## src/rtl/core_mul_unit.sv

```systemverilog
// Multi-cycle 32x32 multiply-accumulate unit: 8 multiplier bits per cycle, then accumulate.
// Optional MUL_EARLY_TERM_EN leaves CALC as soon as the remaining multiplier bits are zero.
module core_mul_unit (
   input  logic        clk,
   input  logic        rst_n,
   input  logic        mul_en,
   input  logic        instruction_valid,
   input  logic [1:0]  mul_mode,
   input  logic [31:0] op1,
   input  logic [31:0] op2,
   input  logic [31:0] ops_l,
   input  logic [31:0] ops_h,
   input  logic        flush,
   input  logic        out_ready,
   output logic        in_ready,
   output logic        busy,
   output logic        out_valid,
   output logic [31:0] result_l,
   output logic [31:0] result_h,
   output logic        flag_n,
   output logic        flag_z
);

   localparam int unsigned DW          = 32;
   localparam int unsigned PW          = 64;
   localparam int unsigned BYTE_W      = 8;
   localparam int unsigned CALC_CYCLES = 4;
   localparam int unsigned CW          = 2;

   typedef enum logic [1:0] {
      IDLE = 2'd0,
      CALC = 2'd1,
      ACC  = 2'd2,
      DONE = 2'd3
   } state_t;

   state_t          state;
   state_t          state_next;
   logic            accept;
   logic            calc_last;

   logic [PW-1:0]   mcand;
   logic [DW-1:0]   mplier;
   logic [PW-1:0]   prod;
   logic [CW-1:0]   cnt;
   logic            neg;
   logic            long_mode;

   logic            signed_in;
   logic [DW-1:0]   abs_op1;
   logic [DW-1:0]   abs_op2;
   logic [PW-1:0]   step_sum;
   logic [PW-1:0]   signed_prod;
   logic [PW-1:0]   addend;
   logic [PW-1:0]   acc_sum;
   logic [PW-1:0]   acc_res;
   logic            res_n;
   logic            res_z;

`ifdef MUL_EARLY_TERM_EN
   assign calc_last = (cnt == CW'(CALC_CYCLES - 1)) || (mplier[DW-1:BYTE_W] == '0);
`else
   assign calc_last = (cnt == CW'(CALC_CYCLES - 1));
`endif

   // Next-state logic
   always_comb begin
      state_next = state;
      accept     = 1'b0;
      case (state)
         IDLE: begin
            if (mul_en && instruction_valid && in_ready && !flush) begin
               accept     = 1'b1;
               state_next = CALC;
            end
         end
         CALC: begin
            if (flush)          state_next = IDLE;
            else if (calc_last) state_next = ACC;
         end
         ACC: begin
            state_next = flush ? IDLE : DONE;
         end
         DONE: begin
            if (flush || out_ready) state_next = IDLE;
         end
         default: state_next = IDLE;
      endcase
   end

   // Operand magnitudes, one shift-add step and the final accumulate
   always_comb begin
      signed_in = mul_mode[1] & mul_mode[0];
      abs_op1   = (signed_in && op1[DW-1]) ? DW'(~op1 + DW'(1)) : op1;
      abs_op2   = (signed_in && op2[DW-1]) ? DW'(~op2 + DW'(1)) : op2;

      step_sum = prod;
      for (int i = 0; i < int'(BYTE_W); i++) begin
         if (mplier[i]) step_sum = step_sum + (mcand << i);
      end

      signed_prod = neg ? PW'(~prod + PW'(1)) : prod;
      addend      = long_mode ? {ops_h, ops_l} : {32'h0, ops_l};
      acc_sum     = signed_prod + addend;
      acc_res     = long_mode ? acc_sum : {32'h0, acc_sum[DW-1:0]};
      res_n       = long_mode ? acc_res[PW-1] : acc_res[DW-1];
      res_z       = long_mode ? (acc_res == '0) : (acc_res[DW-1:0] == '0);
   end

   // State register and registered handshake outputs
   always_ff @(posedge clk) begin
      if (!rst_n) begin
         state     <= IDLE;
         busy      <= 1'b0;
         in_ready  <= 1'b1;
         out_valid <= 1'b0;
      end else begin
         state     <= state_next;
         busy      <= (state_next != IDLE);
         in_ready  <= (state_next == IDLE);
         out_valid <= (state_next == DONE);
      end
   end

   // Datapath registers
   always_ff @(posedge clk) begin
      if (!rst_n) begin
         mcand     <= '0;
         mplier    <= '0;
         prod      <= '0;
         cnt       <= '0;
         neg       <= 1'b0;
         long_mode <= 1'b0;
         result_l  <= '0;
         result_h  <= '0;
         flag_n    <= 1'b0;
         flag_z    <= 1'b0;
      end else begin
         if (accept) begin
            mcand     <= PW'(abs_op1);
            mplier    <= abs_op2;
            prod      <= '0;
            cnt       <= '0;
            neg       <= signed_in & (op1[DW-1] ^ op2[DW-1]);
            long_mode <= mul_mode[1];
         end else if (state == CALC) begin
            prod   <= step_sum;
            mcand  <= mcand << BYTE_W;
            mplier <= mplier >> BYTE_W;
            cnt    <= cnt + CW'(1);
         end
         // Results only change on the ACC edge, so they hold steady through DONE
         if (state == ACC && !flush) begin
            result_l <= acc_res[DW-1:0];
            result_h <= acc_res[PW-1:DW];
            flag_n   <= res_n;
            flag_z   <= res_z;
         end
      end
   end

endmodule

```

## config.mk

```make
export PLATFORM = sky130hd
export DESIGN_NAME = core_mul_unit
export DESIGN_NICKNAME = d
export VERILOG_FILES = /design/src/rtl/core_mul_unit.sv
export SDC_FILE = /design/constraint.sdc
export NUM_CORES = 2
export LEC_CHECK = 0
export BUFFER_PORTS_ARGS = -buffer_cell sky130_fd_sc_hd__buf_2
export CORE_MARGIN = 1
export CORE_UTILIZATION = 34
export DETAILED_ROUTE_END_ITERATION = 8
export GPL_TIMING_DRIVEN = 0
export MAX_ROUTING_LAYER = met4
export PLACE_DENSITY = 0.57
export SYNTH_ARGS = -nofsm -noshare
export SYNTH_HDL_FRONTEND = slang
export SYNTH_SLANG_ARGS = --single-unit
```

## constraint.sdc

```tcl
create_clock -name clk -period 21.3 [get_ports clk]
set_clock_uncertainty 0.15 [all_clocks]
set_input_delay 3.195 -clock clk [delete_from_list [all_inputs] [get_ports clk]]
set_output_delay 3.195 -clock clk [all_outputs]
set_load 0.05 [all_outputs]
```

== Yosys cells after proc, flatten, opt, wreduce, memory -nomap -nowiden ==
Cells that the tools add are included.
W data, S select, Z words.

* Output and inout port bits: 69
* Register bits after elaboration: 235
* Bits of input ports: 136

* Equal/unequal tests: 5
* $add $sub $neg: 13
* Bitwise gates (word level): 7
* Reductions and logical operators: 15
* Mux-type cells: 27

{| class="wikitable"
|+ Operators by type and width
! kind !! count
|-
| $mux W64 || 11
|-
| $add A64 B64 Y64 || 9
|-
| $mux W32 || 6
|-
| $add A32 B1 Y32 const B || 2
|-
| $add A64 B1 Y64 const B || 1
|-
| $logic_not A64 Y1 || 1
|-
| $not A32 Y32 || 2
|-
| $not A64 Y64 || 1
|-
| $logic_not A32 Y1 || 1
|-
| $mux W2 || 5
|-
| $eq A2 B2 Y1 const B || 4
|-
| $pmux W2 S4 || 1
|-
| $logic_and A1 B1 Y1 || 6
|-
| $logic_not A2 Y1 || 2
|-
| $mux W1 || 4
|-
| $reduce_bool A2 Y1 || 2
|-
| $add A2 B1 Y2 const B || 1
|-
| $and A1 B1 Y1 || 2
|-
| $eq A2 B1 Y1 const B || 1
|-
| $reduce_or A2 Y1 || 1
|-
| $logic_not A1 Y1 || 1
|-
| $logic_or A1 B1 Y1 || 1
|-
| $not A1 Y1 || 1
|-
| $xor A1 B1 Y1 || 1
|}

== Depth between registers and ports, before layout ==
* Depth in word-level cells: 16
* Depth in mapped cells: 92
* Depth with buffers taken out: 91

== Least setup slack after synthesis ==
OpenSTA, ideal clock, no wires.

* Path type: register to register
* From: reg mcand[1]
* To: reg prod[60]
* Cell stages (with the launch flop): 84
* Library setup time: 0.122 ns
* Path buffers: 3
* Arrival time: 17.046 ns
* Clock period less this slack: 17.318 ns
* Setup slack: 3.982 ns
* Path through: dfxtp_1 inv_1 fa_1 nor2b_1 o21ai_1 a2111o_1 a21o_1 a21boi_1 nor2_1 xnor2_1 mux2_2 ha_1 clkbuf_1 a211o_1 o31a_1 a311oi_1 o21ai_0 xor2_1 [48 not listed] o21ai_0 nand2_1 xor2_1 mux2_2 ha_1 a21o_1 a21o_1 a21oi_1 o21ai_0 a21o_1 a21o_1 a221o_1 a2111o_1 a31oi_1 xnor2_1 a221o_1 a211oi_1 a21oi_1

* Cells in the longest elaborated chain, start to end: 16

{| class="wikitable"
|+ Ends and longest elaborated chain
! what !! RTL line !! RTL
|-
| start: declaration || 42 || <nowiki>logic [PW-1:0] mcand;</nowiki>
|-
| start signal: assignment || 140 || <nowiki>mcand <= PW'(abs_op1);</nowiki>
|-
| start signal: assignment || 148 || <nowiki>mcand <= mcand << BYTE_W;</nowiki>
|-
| $add A64 B64 Y64 || 99 || <nowiki>if (mplier[i]) step_sum = step_sum + (mcand << i);</nowiki>
|-
| $mux W64 || 99 ||
|-
| $add A64 B64 Y64 || 99 ||
|-
| $mux W64 || 99 ||
|-
| $add A64 B64 Y64 || 99 ||
|-
| $mux W64 || 99 ||
|-
| $add A64 B64 Y64 || 99 ||
|-
| $mux W64 || 99 ||
|-
| $add A64 B64 Y64 || 99 ||
|-
| $mux W64 || 99 ||
|-
| $add A64 B64 Y64 || 99 ||
|-
| $mux W64 || 99 ||
|-
| $add A64 B64 Y64 || 99 ||
|-
| $mux W64 || 99 ||
|-
| $add A64 B64 Y64 || 99 ||
|-
| $mux W64 (*) || 99 ||
|-
| end signal: assignment || 147 || <nowiki>prod <= step_sum;</nowiki>
|-
| end: declaration || 44 || <nowiki>logic [PW-1:0] prod;</nowiki>
|}

Every way passes the cells marked *; elsewhere a longest branch is shown, timed or not.
A chain may end at the register's enable or synchronous reset.

== Final worst setup path ==
* From: reg mplier[0]
* To: reg prod[60]

* Cells in the longest elaborated chain, start to end: 15

{| class="wikitable"
|+ Ends and longest elaborated chain
! what !! RTL line !! RTL
|-
| start: declaration || 43 || <nowiki>logic [DW-1:0] mplier;</nowiki>
|-
| start signal: assignment || 141 || <nowiki>mplier <= abs_op2;</nowiki>
|-
| start signal: assignment || 149 || <nowiki>mplier <= mplier >> BYTE_W;</nowiki>
|-
| $mux W64 (*) || 99 ||
|-
| $add A64 B64 Y64 || 99 ||
|-
| $mux W64 (*) || 99 ||
|-
| $add A64 B64 Y64 || 99 ||
|-
| $mux W64 (*) || 99 ||
|-
| $add A64 B64 Y64 || 99 ||
|-
| $mux W64 (*) || 99 ||
|-
| $add A64 B64 Y64 || 99 ||
|-
| $mux W64 (*) || 99 ||
|-
| $add A64 B64 Y64 || 99 ||
|-
| $mux W64 (*) || 99 ||
|-
| $add A64 B64 Y64 || 99 ||
|-
| $mux W64 (*) || 99 ||
|-
| $add A64 B64 Y64 || 99 ||
|-
| $mux W64 (*) || 99 ||
|}

Marks and branches as above.

==> impl_metrics.json <==
{
  "status": "finished, violations left",
  "violations": "max-capacitance violations, max-slew violations",
  "crit_path_max_incr_delay_ns": 0.61,
  "synthXorXnorAreaFrac": 0.108,
  "ant_nets": 0,
  "totalWireLength_mm": 252,
  "grt_pass1_wl_mm": 353,
  "endpoint": "prod[60]",
  "ios": 205,
  "track_usage": 0.346,
  "antenna_found_initial": 13,
  "drt_first_pass_iters": 6,
  "synth_compound_area_frac": 0.340,
  "synthArstFlopShare": 0,
  "areaGrowthSynthToFinish_pct": 9.21,
  "cts.reportedPaths.clkPinSlew_ns": 0.07,
  "finalMaxSlewViolations": 142,
  "multiInputGateArea_um2": 41400,
  "drive_gt1_frac": 0.0888,
  "grt_pass1_vias": 50100,
  "fin_nets": 7724,
  "syn_inst": 6785,
  "period_share": 0.975,
  "synth_top_family_by_area": "compound AO/OA/AOI/OAI gates",
  "synth_fp_nets": 7495,
  "row_count": 137,
  "yosys_most_used_dff": "dfxtp_1",
  "synthAdderAreaFrac": 0.151,
  "worst_slew_pin_slew_ns": 1.65,
  "first_iter_violations": 7094,
  "hold_violations": 0,
  "numCtsBuffers": 25,
  "start_kind": "register",
  "synth-edff-count": 0,
  "root_buffer": "clkbuf_16",
  "max_cap_violations": 12,
  "end_kind": "register",
  "via_count": 56000,
  "min_path_type": "register to register",
  "dieArea_um2": 143000,
  "seq_area_frac_synth": 0.0978,
  "cellPowerDensity_nw_per_um2": 37.9,
  "critPathMostFrequentCell": "a21o_1",
  "grt_max_degree": 15,
  "drc": 0,
  "viasPerCell": 6.28,
  "clock_sinks": 235,
  "max_slew_margin": -0.100,
  "ys_seq_elements": 235,
  "muxShareOfSynthArea": 0.0524,
  "crit_slowest_cell": "clkbuf_1",
  "fin_hold_ws_ns": 0.301,
  "finalSetupViolCount": 0,
  "cp_max_fo": 10,
  "cts_max_level": 1,
  "gr-total-overflow": 0,
  "r2r-start": "mplier[0]",
  "clk_path_buf_depth": 3,
  "r2r_cells": 76,
  "seq_area_um2": 4740,
  "worstSetupStartpoint": "mplier[0]",
  "synth_cell_types": 129,
  "synth-simple-area-share": 0.206,
  "post-route-min-period_ns": 20.76,
  "critPathRequiredTime_ns": 21.61,
  "final_util": 0.376,
  "p_leak_nw": 24.4,
  "crit_arrival_ns": 21.07,
  "dp_hpwl_mm": 201,
  "fillCellCount": 15200,
  "gp_congestion": 1.05,
  "core_um2": 140000,
  "ir_drop_mv": 0.0571,
  "r2r_end": "prod[60]",
  "die_h_um": 378,
  "port_buffers": 204,
  "p_total_w": 0.00199,
  "critPathKind": "register to register",
  "yosys_warnings": 0,
  "syn_avg_cell_area_um2": 7.09,
  "fmax_mhz": 48.2,
  "rrSetupSlack_ns": 0.54,
  "wl_per_cell_um": 28.2,
  "clock_latency_ns": 0.60,
  "netlist_area_um2": 48100,
  "cts_tree": "done",
  "die_x_um": 378,
  "start_util": 0.344
}
[repair_timing]
action	in CTS	in global routing
setup buffers	1	0
hold buffers	0	0
resized for setup	15	45
pin swaps	0	0
endpoints found under the setup margin	11	8
[cell type report]
class,count,share of cell area
repair buffers,205,0.0196
clock buffers,32,0.0128
clock inverters,11,0.00333
inverters,210,0.0151
multi-input cells,5998,0.787
diodes,11,0.000524
well taps,1876,0.0447
plain buffers,339,0.0267
flip-flops and latches,235,0.0903
[metal layers]
| metal | global-route usage | part of all wire | up-vias |
|---|---|---|---|
| met5 | - | 0 | - |
| li1 | - | - | 25600 |
| met1 | 0.451 | 0.42 | 26800 |
| met2 | 0.477 | 0.39 | 3128 |
| met4 | 0.201 | 0.072 | 0 |
| met3 | 0.0889 | 0.11 | 593 |
[how the worst min path moves through the flow]
| stage | end | slack (ns) | cells past startpoint | from |
|---|---|---|---|---|
| final | result_l[23] | 0.30 | 2 | result_l[23] |
| after global routing | result_h[21] | 0.32 | 2 | result_h[21] |
| after CTS | result_l[23] | 0.30 | 2 | result_l[23] |
| after detailed placement | result_l[23] | 0.29 | 2 | result_l[23] |
| after global placement | result_l[11] | 0.29 | 2 | result_l[11] |
| after floorplan | cnt[1] | 0.29 | 2 | cnt[1] |
[power breakdown]
part           switching [W]  internal [W]  leakage [nW]
Clock               0.000213      0.000272         0.408
Sequential         0.0000724      0.000451          1.92
Combinational       0.000653      0.000332          22.1
Total               0.000938       0.00106          24.4
[cell usage after synthesis, drive strengths merged, types with 36 or more instances]
library cell  number  share of area
nand2b            72          0.010
dfxtp            235          0.098
o21bai           104          0.016
mux2             184          0.043
nor3             108          0.011
o21a              94          0.015
mux2i             42         0.0090
o31ai             63         0.0099
nor2b             67         0.0088
a21o             386          0.060
or3               39         0.0052
a31oi             88          0.012
xor2             198          0.036
o21ai            430          0.045
a211oi            79          0.013
a21oi            796          0.083
ha               565           0.15
nor2             460          0.036
nand4            123          0.016
and3              76         0.0099
or2               36         0.0048
and2              76         0.0099
inv              208          0.016
a311oi            37         0.0067
nand3            166          0.017
o211ai            55         0.0088
nand2            807          0.063
xnor2            391          0.071
clkbuf           307          0.024
[cell families (layout without fill, tap and decap cells)]
logic type	after synthesis	after routing
AOI/OAI and AO/OA	2493	2493
and+or+nand+nor	2114	2114
xor gates and xnor gates	591	591
adders and majority gates	574	574
buffers and inverters	552	797
DFF	235	235
muxes	226	226
other	0	11
[critical path, delay by kind of cell, from the launching register on]
family	cells	cell delay, ns
AOI/OAI and AO/OA	39	9.97
and+or+nand+nor	13	2.43
adders and majority gates	7	2.40
buffers and inverters	5	1.97
muxes	5	1.71
xor gates and xnor gates	7	1.43
DFF	1	0.54
[sequential cells by signal (all words and copies together) (netlist names)]
signal,flops
mcand,64
prod,64
mplier,32
result_h,32
result_l,32
cnt,2
state,2
busy,1
flag_n,1
flag_z,1
in_ready,1
long_mode,1
neg,1
out_valid,1
[metrics by stage]
step	area [um2]	setup WS (ns)	setup TNS (ns)	std cells
after global routing	52500	-0.00452	-0.00452	8912
after floorplan	48100	3.98	0	6785
final	52600	0.536	0	8917
after CTS	52400	0.00251	0	8908
after detailed placement	51500	-1.88	-8.39	8865
after global placement	51500	-2.02	-9.41	8865
[placed cells by master (no fill, tap or decap), drive strengths merged, types with 166 or more instances in the layout]
| cell | instances |
|---|---|
| dfxtp | 235 |
| nor2 | 460 |
| a21oi | 796 |
| mux2 | 184 |
| xnor2 | 391 |
| ha | 565 |
| o21ai | 430 |
| nand3 | 166 |
| inv | 208 |
| nand2 | 807 |
| xor2 | 198 |
| clkbuf | 338 |
| a21o | 386 |
| buf | 238 |
(Power assumes the default switching activity.)
